[config.mk]
export PLATFORM = sky130hd
export DESIGN_NAME = boom_display
export DESIGN_NICKNAME = d
export VERILOG_FILES = /design/src/rtl/boom_display.sv
export SDC_FILE = /design/constraint.sdc
export NUM_CORES = 1
export LEC_CHECK = 0
export ABC_AREA = 1
export CAP_MARGIN = 30
export CORE_MARGIN = 5
export CORE_UTILIZATION = 45
export CTS_CLUSTER_SIZE = 24
export DETAILED_ROUTE_END_ITERATION = 16
export PLACE_DENSITY = 0.79
export SLEW_MARGIN = 15
export SYNTH_ARGS = -nofsm -noshare
export SYNTH_HDL_FRONTEND = slang
export SYNTH_SLANG_ARGS = --single-unit
[constraint.sdc]
create_clock -name clk -period 1.55 [get_ports clk]
set_input_delay 0.2325 -clock clk [delete_from_list [all_inputs] [get_ports clk]]
set_output_delay 0.2325 -clock clk [all_outputs]
set_load 0.02 [all_outputs]
[src/rtl/boom_display.sv]
// boom_display
//   LED output stage for the self-destruct countdown. Shows the countdown
//   value steady while armed and blinks it in the warning band. When the
//   count reaches the boom value it latches an all-LED flashing pattern.
//   All timing is taken from the one-cycle tick strobe of the divider stage.
//
// Ports
//   clk        system clock
//   rst_n      asynchronous active-low reset
//   tick       one-clk strobe (nominally every 10 ms)
//   cnt_in     countdown value from the counter stage
//   in_combat  debounced combat level; 0 disarms
//   in_danger  debounced danger level; enables blinking in the warning band
//   leds       registered LED drive
//   boomed     registered, high while in BOOM
//   warn       registered, high while in WARN
module boom_display #(
  parameter int unsigned CNT_W     = 4,
  parameter int unsigned WARN_VAL  = 7,
  parameter int unsigned BOOM_VAL  = 10,
  parameter int unsigned WARN_HALF = 25,
  parameter int unsigned BOOM_HALF = 10,
  parameter int unsigned BOOM_MIN  = 100
) (
  input  logic             clk,
  input  logic             rst_n,
  input  logic             tick,
  input  logic [CNT_W-1:0] cnt_in,
  input  logic             in_combat,
  input  logic             in_danger,
  output logic [CNT_W-1:0] leds,
  output logic             boomed,
  output logic             warn
);

  localparam int unsigned HALF_MAX = (WARN_HALF > BOOM_HALF) ? WARN_HALF : BOOM_HALF;
  localparam int unsigned BW       = (HALF_MAX > 1) ? $clog2(HALF_MAX + 1) : 1;
  localparam int unsigned MW       = $clog2(BOOM_MIN + 1);

  // Thresholds truncated to CNT_W so the compare is unsigned at input width.
  localparam logic [CNT_W-1:0] WARN_C    = CNT_W'(WARN_VAL);
  localparam logic [CNT_W-1:0] BOOM_C    = CNT_W'(BOOM_VAL);
  localparam logic [BW-1:0]    WARN_LAST = BW'(WARN_HALF - 1);
  localparam logic [BW-1:0]    BOOM_LAST = BW'(BOOM_HALF - 1);
  localparam logic [MW-1:0]    MIN_C     = MW'(BOOM_MIN);

  typedef enum logic [1:0] {
    S_IDLE,
    S_ARMED,
    S_WARN,
    S_BOOM
  } state_e;

  state_e           state_q, state_d;
  logic [BW-1:0]    bcnt_q, bcnt_d;     // blink half-period counter
  logic             phase_q, phase_d;   // blink phase, 1 = lit
  logic [MW-1:0]    mcnt_q, mcnt_d;     // ticks spent in BOOM, saturating
  logic [CNT_W-1:0] leds_q, leds_d;
  logic             boomed_q, boomed_d;
  logic             warn_q, warn_d;

  logic             entry;
  logic             hold_met;
  logic             blink_run;
  logic [BW-1:0]    half_last;

  assign hold_met = (mcnt_q >= MIN_C);

  // Next-state decision
  always_comb begin
    state_d = state_q;
    unique case (state_q)
      S_IDLE: begin
        if (in_combat) state_d = S_ARMED;
      end
      S_ARMED: begin
        if (!in_combat)            state_d = S_IDLE;
        else if (cnt_in >= BOOM_C) state_d = S_BOOM;
        else if (cnt_in >= WARN_C) state_d = S_WARN;
      end
      S_WARN: begin
        if (!in_combat)            state_d = S_IDLE;
        else if (cnt_in >= BOOM_C) state_d = S_BOOM;
        else if (cnt_in <  WARN_C) state_d = S_ARMED;
      end
      S_BOOM: begin
        // Latched: cnt_in is ignored, disarm only honoured after the hold.
        if (hold_met && !in_combat) state_d = S_IDLE;
      end
      default: state_d = S_IDLE;
    endcase
  end

  assign entry = (state_d != state_q);

  // Blink timer only runs while something is actually blinking; with
  // in_danger low in WARN the phase and its counter are frozen together.
  assign blink_run = (state_q == S_BOOM) || ((state_q == S_WARN) && in_danger);
  assign half_last = (state_q == S_BOOM) ? BOOM_LAST : WARN_LAST;

  always_comb begin
    bcnt_d  = bcnt_q;
    phase_d = phase_q;
    if (entry) begin
      // A tick coinciding with the state entry is deliberately dropped.
      bcnt_d  = '0;
      phase_d = 1'b1;
    end else if (blink_run && tick) begin
      if (bcnt_q == half_last) begin
        bcnt_d  = '0;
        phase_d = ~phase_q;
      end else begin
        bcnt_d  = bcnt_q + 1'b1;
      end
    end
  end

  always_comb begin
    mcnt_d = mcnt_q;
    if (entry) begin
      mcnt_d = '0;
    end else if ((state_q == S_BOOM) && tick && !hold_met) begin
      mcnt_d = mcnt_q + 1'b1;
    end
  end

  // Outputs are derived from the next state so that an input change is
  // visible on the outputs right after the edge that samples it.
  always_comb begin
    leds_d   = '0;
    boomed_d = 1'b0;
    warn_d   = 1'b0;
    unique case (state_d)
      S_IDLE:  leds_d = '0;
      S_ARMED: leds_d = cnt_in;
      S_WARN: begin
        warn_d = 1'b1;
        leds_d = (in_danger && !phase_d) ? '0 : cnt_in;
      end
      S_BOOM: begin
        boomed_d = 1'b1;
        leds_d   = phase_d ? '1 : '0;
      end
      default: leds_d = '0;
    endcase
  end

  always_ff @(posedge clk or negedge rst_n) begin
    if (!rst_n) begin
      state_q  <= S_IDLE;
      bcnt_q   <= '0;
      phase_q  <= 1'b1;
      mcnt_q   <= '0;
      leds_q   <= '0;
      boomed_q <= 1'b0;
      warn_q   <= 1'b0;
    end else begin
      state_q  <= state_d;
      bcnt_q   <= bcnt_d;
      phase_q  <= phase_d;
      mcnt_q   <= mcnt_d;
      leds_q   <= leds_d;
      boomed_q <= boomed_d;
      warn_q   <= warn_d;
    end
  end

  assign leds   = leds_q;
  assign boomed = boomed_q;
  assign warn   = warn_q;

endmodule

---- Word-level counts from Yosys, hierarchy flattened ----
Index checks and enable logic that the tools add are counted.
storage, ports and cells
  input bits .............................. 9
  register bits after elaboration ......... 21
  memories kept ........................... 0
  bits in writable memories ............... 0
  output and inout port bits .............. 6
  latch bits .............................. 0
  word-level logic and storage cells ...... 59
  ROM bits ................................ 0
cells by class
  multipliers ............................. 0
  equality and inequality tests ........... 8
  div/mod/pow operators ................... 0
  multiplexer cells ....................... 23
  shift-type cells ........................ 0
  magnitude comparators ................... 4
  $add $sub $neg .......................... 2
  reductions and logical operators ........ 14
  bitwise logic cells ..................... 1
operator list
  kind                                                                    number
  5-bit 2-to-1 mux                                                        4
  2-bit 2-to-1 mux                                                        8
  4-bit case mux with 4 select lines                                      1
  7-bit 2-to-1 mux                                                        2
  2-bit equality test (second input constant)                             4
  4-bit 2-to-1 mux                                                        2
  2-bit case mux with 4 select lines                                      1
  7-bit by 1-bit adder with 7-bit output (second input constant)          1
  7-bit >= comparator (second input constant)                             1
  1-bit logical AND                                                       6
  5-bit by 1-bit adder with 5-bit output (second input constant)          1
  5-bit equality test                                                     1
  1-bit 2-to-1 mux                                                        5
  2-bit by 1-bit equality test with 1-bit output (second input constant)  2
  4-bit by 3-bit >= comparator with 1-bit output (second input constant)  1
  4-bit >= comparator (second input constant)                             1
  2-bit zero test                                                         2
  4-bit by 3-bit < comparator with 1-bit output (second input constant)   1
  2-bit nonzero test                                                      2
  1-bit zero test                                                         3
  2-bit inequality test                                                   1
  1-bit logical OR                                                        1
  1-bit NOT                                                               1

---- Logic depth before layout (Yosys ltp) ----
Gate-level depths: netlist (run 1).
  word-level depth ........................ 11
  gate-level depth with buffers ........... 11

---- Worst setup path before layout (run 1) ----
OpenSTA, ideal clock, no wires.
  path type ............................... reg2reg
  start ................................... register state_q[1]
  end ..................................... register bcnt_q[2]
  period minus slack after synthesis ...... 1436 ps
  arrival time ............................ 1348 ps
  path slack .............................. 114 ps
  stages on the path, launching flop included .. 11
  required time ........................... 1461 ps
  library setup time ...................... 89 ps
  cells stage by stage .................... dfrtp_1 -> inv_1 -> nand3_1 -> nand2_2 -> nand2_2 -> nand2_1 -> nand2_1 -> a21oi_2 -> nand2_2 -> buf_6 -> a211oi_4
between the ends
  longest elaborated chain between the ends .. 6
  elaborated cells between the ends (all ways) .. 23
  those cells by class .................... eq/ne: 5; mux: 13; reduce/logical: 5
RTL lines
  item                                                                           line        text
  start: declaration                                                             54          state_e state_q, state_d;
  start signal: assignment                                                       158         state_q <= state_d;
  2-bit equality test (tied with other cells)                                    72, 98, 99
  5-bit 2-to-1 mux (tied with other cells)                                       99          assign half_last = (state_q == S_BOOM) ? BOOM_LAST : WARN_LAST;
  5-bit equality test (tied with other cells)                                    109         if (bcnt_q == half_last) begin
  5-bit 2-to-1 mux / 2-bit case mux with 4 select lines (equally long branches)  109, 72
  5-bit 2-to-1 mux / 2-bit inequality test (equally long branches)               108, 94
  5-bit 2-to-1 mux / 2-bit nonzero test (equally long branches)                  -
  end signal: assignment                                                         159         bcnt_q <= bcnt_d;
  end: declaration                                                               55          logic [BW-1:0] bcnt_q, bcnt_d;
Parallel ways exist; a longest one is shown, timed or not. The select of a mux whose other input is x is not followed.
A chain may end at the register's enable or synchronous reset.

---- Worst setup path after layout (run 1) ----
  start ................................... register mcnt_q[4]
  end ..................................... register leds_q[3], in the netlist leds[3]
between the ends
  longest elaborated chain between the ends .. 10
  elaborated cells between the ends (all ways) .. 15
  those cells by class .................... order compare: 1; eq/ne: 4; mux: 6; reduce/logical: 4
RTL lines
  item                                  line  text
  start: declaration                    57    logic [MW-1:0] mcnt_q, mcnt_d;
  start signal: assignment              161   mcnt_q <= mcnt_d;
  7-bit >= comparator *                 67    assign hold_met = (mcnt_q >= MIN_C);
  1-bit logical AND *                   88    if (hold_met && !in_combat) state_d = S_IDLE;
  2-bit 2-to-1 mux *                    88
  2-bit case mux with 4 select lines *  72    unique case (state_q)
  2-bit inequality test *               94    assign entry = (state_d != state_q);
  1-bit 2-to-1 mux *                    104   if (entry) begin
  net phase_d                           56    logic phase_q, phase_d;
  1-bit zero test                       138   leds_d = (in_danger && !phase_d) ? '0 : cnt_in;
  1-bit logical AND                     138
  4-bit 2-to-1 mux                      138
  4-bit case mux with 4 select lines *  133   unique case (state_d)
  net leds_d[3]                         58    logic [CNT_W-1:0] leds_q, leds_d;
  end signal: assignment                162   leds_q <= leds_d;
  end: declaration                      58
The timed path passes the listed nets; every way through them passes the cells marked *.

==> results of run 1 <==
==> cell type report <==
class / count / share of cell area
Multi-Input combinational cell: 99 / 0.402
Timing Repair Buffer: 47 / 0.222
Inverter: 21 / 0.0464
Clock buffer: 3 / 0.0125
Sequential cell: 21 / 0.293
Tap cell: 30 / 0.0208
Clock inverter: 1 / 0.00277
==> logic make-up after synthesis <==
kind of cell | Yosys count
AND/OR/NAND/NOR | 80
buffers and inverters | 22
flip-flops | 21
AO/OA/AOI/OAI | 10
XOR/XNOR | 5
adder cells (fa/ha/maj) | 3
==> through the flow <==
stage / cells / hold slack [ns] / power [mW] / utilization / TNS, ns
detailed placement: 208 / 0.530 / 1.94 / 0.613 / -4.78
CTS: 217 / 0.264 / 2.37 / 0.661 / -0.125
global route: 222 / 0.262 / 2.86 / 0.729 / -1.63
finish: 222 / 0.238 / 2.70 / 0.729 / -0.587
floorplan: 141 / -0.0631 / 1.44 / - / 0
global placement: 208 / 0.515 / 1.87 / 0.613 / -3.27
==> cells in the mapped netlist <==
cell type,instances,area share
nand3_1,18,0.077
clkinv_1,1,0.0032
nor3_2,3,0.026
nor2_2,1,0.0053
ha_1,3,0.032
nand4_1,2,0.011
nand3b_1,1,0.0064
nand3_2,1,0.0085
inv_1,19,0.061
dfstp_2,1,0.022
a21oi_2,6,0.045
nand2_1,32,0.10
nor3_1,3,0.013
a21o_1,1,0.0064
nor3b_1,2,0.013
nand2_2,5,0.027
o21ai_0,1,0.0043
xor2_1,5,0.037
a211oi_4,1,0.017
nor2_1,12,0.038
buf_6,1,0.0096
a21oi_1,1,0.0043
inv_2,1,0.0032
dfrtp_1,20,0.43
==> registers in the layout, indices dropped and copies added, names as in the netlist <==
name     count
warn         1
leds         4
state_q      2
bcnt_q       5
boomed       1
mcnt_q       7
phase_q      1
==> worst max-delay path, stage by stage, from the launching register on <==
cell and delay, ns:
dfrtp_1 0.43, inv_2 0.09, nand2_1 0.11, nand3_2 0.11, nand2_4 0.07, nand2_2 0.07, nand2_2 0.07, a21oi_4 0.19
buf_6 0.13, nand3_1 0.12, nand2_2 0.13, nand2_1 0.06
==> routing by layer <==
| layer | track usage | vias to the layer above | share of wire |
|---|---|---|---|
| li1 | - | 549 | - |
| met5 | 0 | - | 0 |
| met1 | 0.184 | 564 | 0.38 |
| met3 | 0.0419 | 17 | 0.032 |
| met4 | 0.0898 | 0 | 0.040 |
| met2 | 0.334 | 30 | 0.55 |
==> power by group through the flow <==
stage	clock network, mW	logic (mW)	registers [mW]
2_1_floorplan	0	0.640	0.802
3_3_place_gp	0	1.15	0.724
3_5_place_dp	0	1.21	0.732
4_1_cts	0.269	1.37	0.726
5_1_grt	0.303	1.79	0.765
6_report	0.277	1.67	0.753
==> worst paths after layout <==
check	end	cells past startpoint	slack (ns)	startpoint
min in group clk	leds[0]	3	0.51	cnt_in[0]
min reg2reg	mcnt_q[6]	2	0.56	mcnt_q[6]
max in group asynchronous	phase_q	2	1.04	rst_n
max reg2reg	leds[3]	11	-0.12	mcnt_q[4]
min	bcnt_q[3]	2	0.24	rst_n
max	leds[3]	11	-0.12	mcnt_q[4]
==> what timing repair did <==
action | in CTS | in global routing
pin swaps | 4 | 14
endpoints found under the setup margin | 16 | 17
setup buffers | 5 | 4
gates resized for setup | 13 | 33
cloned | 0 | 1
==> flow_metrics.env, run 1 <==
export IMPL_status="finished with violations"
export IMPL_violations="setup timing"
export IMPL_setup_viol=7
export IMPL_worstPathArrival_ns=1.89
export IMPL_row_count=18
export IMPL_postPlaceCellArea_sq_mm=0.00152
export IMPL_dr_first_iter_drc_count=37
export IMPL_globalplace_congestion=0.856
export IMPL_drv_cap=0
export IMPL_fmax_mhz=598
export IMPL_synth_mux_area_frac=0
export IMPL_yosys_warnings=0
export IMPL_fillers=180
export IMPL_ctsHoldBuffers=0
export IMPL_start_kind="register"
export IMPL_clkPwrFrac=0.102
export IMPL_antenna_left=0
export IMPL_cts_sinks=21
export IMPL_fin_crit_sh=1.08
export IMPL_synthAdderAreaFrac=0.0321
export IMPL_pin_count=15
export IMPL_synthXorXnorAreaFrac=0.0374
export IMPL_max_slew_margin=0.803
export IMPL_routed_via_count=1160
export IMPL_worstPathMaxFanout=4
export IMPL_die_h_microns=61.0
export IMPL_cts_max_level=1
export IMPL_p_per_area_mw_per_mm2=1500
export IMPL_synthCells=141
export IMPL_p_leak_nw=0.879
export IMPL_root_buffer="clkbuf_4"
export IMPL_area_growth_syn_to_layout_pct=54.2
export IMPL_syn_area_per_cell_sq_um=8.31
export IMPL_final_setup_worst_slack_ns=-0.122
export IMPL_routed_wl_microns=3200
export IMPL_grt_pass1_vias=1186
export IMPL_regArea_sq_um=529
export IMPL_power_share_switching=0.442
export IMPL_antenna_found_initial=0
export IMPL_diodes=0
export IMPL_dieArea_sq_mm=0.00372
export IMPL_detail_route_vias_per_cell=5.23
export IMPL_die_width_microns=61.0
export IMPL_p_sw_mw=1.20
export IMPL_tightestPinTransition_ns=0.295
export IMPL_avgRoutedWirePerCell_microns=14.4
export IMPL_final_cell_mix="30 x buf_4, 25 x nand2_1, 18 x dfrtp_1"
export IMPL_overflow=0
export IMPL_portBuffers=14
export IMPL_start_util=0.473
export IMPL_end_kind="register"
export IMPL_drt_first_pass_iters=6
export IMPL_hp_class="in2async"
export IMPL_synth_top_family_by_area="simple AND/OR/NAND/NOR gates"
export IMPL_final_hold_viol_count=0
export IMPL_finalMaxSlewViolations=0
export IMPL_ys_seq_area_frac=0.450
export IMPL_layout_nets=205
export IMPL_cts_buffers=3
export IMPL_irDropWorstVdd_uv=1300
export IMPL_fin_crit_ns=1.67
export IMPL_seqPwrFrac=0.278
export IMPL_grt_max_degree=22
export IMPL_clk_path_buf_depth=2
export IMPL_insertion_delay_ns=0.31
export IMPL_clkTransAtPathRegs_ns=0.12
export IMPL_final_area_sq_mm=0.00181
export IMPL_syn_nets=153
export IMPL_final_layout_size_suffix_gt1_frac=0.453
export IMPL_synth_compound_area_frac=0.0769
export IMPL_synth_area_sq_mm=0.00117
export IMPL_required_ns=1.77
export IMPL_grt_total_usage=0.179
export IMPL_yosysUniqueCellTypes=24
export IMPL_cts_tree="yes"
export IMPL_multi_input_area_sq_um=726
export IMPL_layout_commonest_cell="buf_4"
export IMPL_core_region_area_sq_mm=0.00248
export IMPL_drc=0
export IMPL_synthSimpleGateAreaFrac=0.327
export IMPL_rsz0062_at_grt="yes"
export IMPL_cell_internal_pwr_mw=1.51
export IMPL_clock_skew_ns=0.00151
export IMPL_p_comb_frac=0.619
export IMPL_synth_seq_cells=21
export IMPL_dpl_hpwl_microns=2080
export IMPL_crit_type="reg2reg"
export IMPL_grt_pass1_wl_microns=4910
export IMPL_dpl_worst_slack_ns=-0.364
Note: power is estimated with default switching activity, not from simulation.
==> run 2: changes to the inputs <==
--- a/config.mk
+++ b/config.mk
@@ -11,7 +11,7 @@
 export CORE_UTILIZATION = 45
 export CTS_CLUSTER_SIZE = 24
 export DETAILED_ROUTE_END_ITERATION = 16
-export PLACE_DENSITY = 0.79
+export PLACE_DENSITY = 0.7
 export SLEW_MARGIN = 15
 export SYNTH_ARGS = -nofsm -noshare
 export SYNTH_HDL_FRONTEND = slang
==> run 2 against run 1 <==
Against the previous run:
- the run still ends with setup timing left
- critical path depth shrank 1
- core utilization is 2.9 points lower
- non-clock buffer count fell by 3
- via count decreased by 6.3%
- wire length shrank 12%
- register-to-register slack improved by 0.08 ns
- die area unchanged
- sequential power decreased by 2%
- cell area fell by 4.0%
- clock skew is 0.0015 ns higher
- sequential share of layout area increased by 1.2 points
- count of clock-buffer cells in the layout is the same
==> flow_metrics.env, run 2 (synthesis gave the netlist of run 1 again) <==
export IMPL_status="finished with violations"
export IMPL_violations="setup timing"
export IMPL_rsz0062_at_grt="yes"
export IMPL_cts_buffers=3
export IMPL_diodes=0
export IMPL_portBuffers=14
export IMPL_multi_input_area_sq_um=672
export IMPL_row_count=18
export IMPL_fillers=201
export IMPL_fin_crit_ns=1.59
export IMPL_globalplace_congestion=0.881
export IMPL_layout_commonest_cell="nand2_1"
export IMPL_hp_class="in2async"
export IMPL_routed_via_count=1087
export IMPL_r2r_end="leds[2]"
export IMPL_setup_viol=12
export IMPL_antenna_left=0
export IMPL_final_layout_size_suffix_gt1_frac=0.404
export IMPL_rrSetupSlack_ns=-0.04
export IMPL_crit_type="reg2reg"
export IMPL_core_region_area_sq_mm=0.00248
export IMPL_ctsHoldBuffers=0
export IMPL_reg2reg_from="mcnt_q[3]"
export IMPL_cts_tree="yes"
export IMPL_overflow=0
export IMPL_worstPathMaxFanout=4
export IMPL_final_hold_viol_count=0
export IMPL_fin_crit_sh=1.03
export IMPL_cp_cell_sequence="nor2_1, nand2_1, nand3_1, nand2_2, nand2_2, nand2_2, a21oi_4, nand4_1, nand3_1, nand2_1"
export IMPL_drt_first_pass_iters=4
export IMPL_irDropWorstVdd_uv=1280
export IMPL_antenna_found_initial=0
export IMPL_clock_skew_ns=0.00305
export IMPL_layout_nets=201
export IMPL_tightestPinTransition_ns=0.275
export IMPL_cts_max_level=1
export IMPL_end_kind="register"
export IMPL_p_per_area_mw_per_mm2=1530
export IMPL_grt_pass1_vias=1105
export IMPL_dieArea_sq_mm=0.00372
export IMPL_insertion_delay_ns=0.29
export IMPL_worst_hold_slack_ns=0.262
export IMPL_dpl_hpwl_microns=1920
export IMPL_start_util=0.473
export IMPL_detail_route_vias_per_cell=4.99
export IMPL_clkTransAtPathRegs_ns=0.12
export IMPL_final_setup_worst_slack_ns=-0.0440
export IMPL_critPathMaxStageDelay_ns=0.40
export IMPL_drc=0
export IMPL_grt_total_usage=0.170
export IMPL_start_kind="register"
export IMPL_grt_max_degree=22
export IMPL_worstPathArrival_ns=1.79
export IMPL_p_leak_nw=0.833
export IMPL_root_buffer="clkbuf_4"
export IMPL_pin_count=15
export IMPL_die_width_microns=61.0
export IMPL_max_slew_margin=0.817
export IMPL_final_cell_mix="28 x nand2_1, 27 x buf_4, 18 x dfrtp_1"
export IMPL_grt_pass1_wl_microns=4750
export IMPL_slowest_stage="dfrtp_1"
export IMPL_area_growth_syn_to_layout_pct=48.1
export IMPL_die_h_microns=61.0
export IMPL_finalMaxSlewViolations=0
export IMPL_avgRoutedWirePerCell_microns=12.9
export IMPL_top_register="mcnt_q"
export IMPL_routed_wl_microns=2820
export IMPL_dr_first_iter_drc_count=35
export IMPL_fmax_mhz=627
export IMPL_drv_cap=0
export IMPL_cp_top_family="simple AND/OR/NAND/NOR gates"
export IMPL_regArea_sq_um=529
export IMPL_fin_util=0.700
export IMPL_crit_buf_inv=0
export IMPL_required_ns=1.75
export IMPL_cts_sinks=21
export IMPL_clk_path_buf_depth=2
export IMPL_reg2reg_depth=10
export IMPL_cpMostUsedCell="nand2_2"
export IMPL_total_power_mw=2.65
export IMPL_largest_reg_flops=7
==> run 2: changes by cell type in the layout (fill, tap and decap cells not counted), moves of 3 or more <==
cell	delta
buf_4	-3
nand2_1	+3
nand2_4	-3
nand3_1	+3
nand3_4	-3
==> run 2: timing repair <==
action,4_1_cts,5_1_grt
endpoints found under the setup margin,16,16
setup buffers,6,1
cloned,0,0
pin swaps,11,6
gates resized for setup,16,17
==> run 2: worst max path at each step <==
| stage | cells after the start | slack (ns) | end | from |
|---|---|---|---|---|
| finish | 10 | -0.04 | leds[2] | mcnt_q[3] |
| global route | 13 | -0.17 | leds[3] | cnt_in[1] |
| CTS | 10 | -0.05 | leds[2] | mcnt_q[3] |
| detailed placement | 9 | -0.42 | bcnt_q[4] | in_combat |
| global placement | 9 | -0.28 | bcnt_q[4] | in_combat |
| floorplan | 10 | 0.11 | bcnt_q[2] | state_q[1] |
==> run 2: per-stage QoR <==
stage / setup TNS (ns) / instance area [sq um] / std cells / setup slack, ns
3_5_place_dp: -4.98 / 1510 / 207 / -0.424
5_1_grt: -1.81 / 1730 / 218 / -0.173
6_report: -0.326 / 1730 / 218 / -0.0440
2_1_floorplan: 0 / 1170 / 141 / 0.114
3_3_place_gp: -3.77 / 1510 / 207 / -0.276
4_1_cts: -0.137 / 1660 / 217 / -0.0476
==> run 2: power breakdown <==
| part | switching, mW | internal [mW] | leakage [nW] |
|---|---|---|---|
| Combinational | 0.878 | 0.768 | 0.537 |
| Sequential | 0.0825 | 0.657 | 0.279 |
| Clock | 0.164 | 0.0959 | 0.0177 |
| Total | 1.12 | 1.52 | 0.833 |
==> run 2: area by class of cell <==
| cell class | instances | area share |
|---|---|---|
| clock buffers | 3 | 0.0130 |
| clock inverters | 1 | 0.00289 |
| inverters | 21 | 0.0462 |
| multi-input cells | 98 | 0.387 |
| flip-flops and latches | 21 | 0.305 |
| well taps | 30 | 0.0216 |
| repair buffers | 44 | 0.224 |
==> run 2: per-layer routing <==
layer  vias to the layer above  GRT usage  wire, microns
li1                        539          -              -
met1                       533      0.208           1220
met2                        13      0.324           1520
met3                         2     0.0126             57
met4                         0     0.0402             28
met5                         -          0              0
==> run 3: changes to the inputs <==
--- a/config.mk
+++ b/config.mk
@@ -5,7 +5,7 @@
 export SDC_FILE = /design/constraint.sdc
 export NUM_CORES = 1
 export LEC_CHECK = 0
-export ABC_AREA = 1
+export ABC_AREA = 0
 export CAP_MARGIN = 30
 export CORE_MARGIN = 5
 export CORE_UTILIZATION = 45
==> run 3 against run 2 <==
Against the previous run:
- maximum frequency fell by 8.5%
- global-route usage is 0.26 points lower
- cell area grew 7.4%
- the flow still finishes with violations (setup timing)
- worst hold slack worse by 0.024 ns
- setup slack got worse by 0.15 ns
- highest routed layer unchanged
==> flow_metrics.env, run 3 <==
export IMPL_portBuffers=14
export IMPL_cts_max_level=1
export IMPL_dieArea_sq_mm=0.00374
export IMPL_irDropWorstVdd_uv=1270
export IMPL_cts_sinks=21
export IMPL_final_cell_mix="29 x buf_4, 18 x dfrtp_1, 11 x nor2_1"
export IMPL_area_growth_syn_to_layout_pct=58.4
export IMPL_instances_no_fill=195
export IMPL_detail_route_vias_per_cell=5.47
export IMPL_root_buffer="clkbuf_4"
export IMPL_fin_crit_sh=1.12
export IMPL_cts_tree="yes"
export IMPL_multi_input_area_sq_um=785
export IMPL_end_kind="register"
export IMPL_final_layout_size_suffix_gt1_frac=0.491
export IMPL_fmax_mhz=574
export IMPL_fin_util=0.745
export IMPL_regArea_sq_um=529
export IMPL_violations="setup timing"
export IMPL_fillers=171
export IMPL_start_kind="register"
export IMPL_routed_via_count=1066
export IMPL_pin_count=15
export IMPL_core_region_area_sq_mm=0.00250
export IMPL_synth_top_area_cell="dfrtp_1"
export IMPL_synth_flop_cell="dfrtp_1"
export IMPL_diodes=0
export IMPL_hp_class="in2async"
export IMPL_tightestPinTransition_ns=0.495
export IMPL_total_power_mw=2.58
export IMPL_final_setup_worst_slack_ns=-0.192
export IMPL_largest_reg_flops=7
export IMPL_dpl_worst_slack_ns=-0.528
export IMPL_die_width_microns=61.1
export IMPL_final_hold_viol_count=0
export IMPL_rsz0062_at_grt="yes"
export IMPL_synth_async_reset_ratio=1.00
export IMPL_syn_nets=125
export IMPL_die_h_microns=61.1
export IMPL_p_leak_nw=0.831
export IMPL_top_register="mcnt_q"
export IMPL_synth_edff_count=0
export IMPL_row_count=18
export IMPL_crit_type="reg2reg"
export IMPL_dr_first_iter_drc_count=76
export IMPL_synth_seq_cells=21
export IMPL_antenna_found_initial=0
export IMPL_drt_first_pass_iters=4
export IMPL_synthTopCellsByCount="20 x dfrtp_1, 17 x nor2_1, 6 x nand2_1"
export IMPL_setup_viol=17
export IMPL_yosysUniqueCellTypes=47
export IMPL_yosysTopAreaCellShare=0.426
export IMPL_dpl_hpwl_microns=1980
export IMPL_start_util=0.470
export IMPL_yosys_warnings=0
export IMPL_antenna_left=0
export IMPL_final_area_sq_mm=0.00186
export IMPL_globalplace_congestion=0.845
export IMPL_drc=0
export IMPL_synth_most_common_cell="dfrtp_1"
export IMPL_finalMaxSlewViolations=0
export IMPL_cts_buffers=3
export IMPL_placed_cells=179
export IMPL_fin_crit_ns=1.74
export IMPL_clk_path_buf_depth=2
export IMPL_layout_commonest_cell="buf_4"
export IMPL_max_slew_margin=0.669
export IMPL_synthCells=113
export IMPL_drv_cap=0
export IMPL_grt_pass1_vias=1044
export IMPL_worstPathMaxFanout=8
export IMPL_avgRoutedWirePerCell_microns=15.5
export IMPL_ys_seq_area_frac=0.448
export IMPL_worstPathArrival_ns=1.93
export IMPL_status="finished with violations"
export IMPL_synth_area_sq_mm=0.00118
export IMPL_insertion_delay_ns=0.31
export IMPL_layout_nets=178
export IMPL_synthTopCellsByArea="dfrtp_1 43%, nor2_1 5.4%, ha_1 3.2%, xor2_1 3.0%, a2111oi_4 2.3%"
export IMPL_grt_max_degree=22
export IMPL_grt_pass1_wl_microns=4680
export IMPL_grt_total_usage=0.168
export IMPL_clock_skew_ns=0.00821
export IMPL_syn_area_per_cell_sq_um=10.4
export IMPL_routed_wl_microns=3030
export IMPL_required_ns=1.74
export IMPL_clkTransAtPathRegs_ns=0.12
export IMPL_postPlaceCellArea_sq_mm=0.00159
export IMPL_p_per_area_mw_per_mm2=1380
export IMPL_overflow=0
## run 3: cell types whose count changed in the layout (fill, tap and decap cells not counted), moves of 3 or more
cell / before / now
buf_6: 2 / 7
clkdlybuf4s50_1: 13 / 9
dlymetal6s2s_1: 1 / 4
inv_1: 16 / 4
inv_2: 4 / 1
nand2_1: 28 / 5
nand2_2: 8 / 0
nand3_1: 13 / 2
nand3_2: 6 / 0
nor2_2: 2 / 5
## run 3: stage by stage
stage          hold slack (ns)  setup TNS [ns]
4_1_cts                  0.254           -1.11
2_1_floorplan          -0.0631         -0.0740
6_report                 0.238           -1.48
3_5_place_dp             0.515           -7.81
5_1_grt                  0.261           -2.77
3_3_place_gp             0.504           -7.10
## run 3: kinds of logic after synthesis
family | Yosys count | share of synthesized area
AND/OR/NAND/NOR | 48 | 0.240
AO/OA/AOI/OAI | 23 | 0.168
flip-flops | 21 | 0.448
buffers and inverters | 8 | 0.0330
XOR/XNOR | 6 | 0.0447
adder cells (fa/ha/maj) | 5 | 0.0489
multiplexers | 2 | 0.0170
## run 3: layout make-up
type,instances,area share
Inverter,5,0.0101
Tap cell,30,0.0201
Timing Repair Buffer,51,0.250
Clock inverter,1,0.00269
Multi-Input combinational cell,84,0.421
Clock buffer,3,0.0121
Sequential cell,21,0.284
## run 3: what timing repair did
action | CTS | global route
hold buffers | 0 | 0
setup buffers | 7 | 5
endpoints found under the hold margin | 0 | 0
setup endpoints to repair | 17 | 20
gates resized for setup | 11 | 27
pin swaps | 9 | 11
## run 3: per-layer routing
metal | up-vias | global-route usage | routed length (microns)
met4 | 0 | 0.0279 | 36
li1 | 513 | - | -
met1 | 522 | 0.218 | 1260
met3 | 6 | 0.0440 | 117
met2 | 25 | 0.285 | 1620
met5 | - | 0 | 0
## run 3: worst paths after layout
check / startpoint / slack (ns) / cells past startpoint / end
max in group asynchronous: rst_n / 1.03 / 2 / phase_q
worst min-delay path: rst_n / 0.24 / 2 / leds[3]
worst max-delay path: state_q[0] / -0.19 / 6 / leds[2]
min in group clk: cnt_in[3] / 0.40 / 4 / leds[3]
worst max register to register: state_q[0] / -0.19 / 6 / leds[2]
worst min register to register: mcnt_q[6] / 0.56 / 2 / mcnt_q[6]
## run 3: worst max-delay path: stages, from the launching register on
cell,delay [ns]
dfrtp_2,0.52
nand2_8,0.11
mux2i_4,0.28
a31oi_4,0.13
a2111oi_4,0.33
buf_4,0.21
nor3_2,0.05
## run 3: power by group
group	leakage (nW)	switching (mW)	internal (mW)
clock	0.0177	0.174	0.0964
combinational	0.543	0.725	0.781
sequential	0.271	0.135	0.667
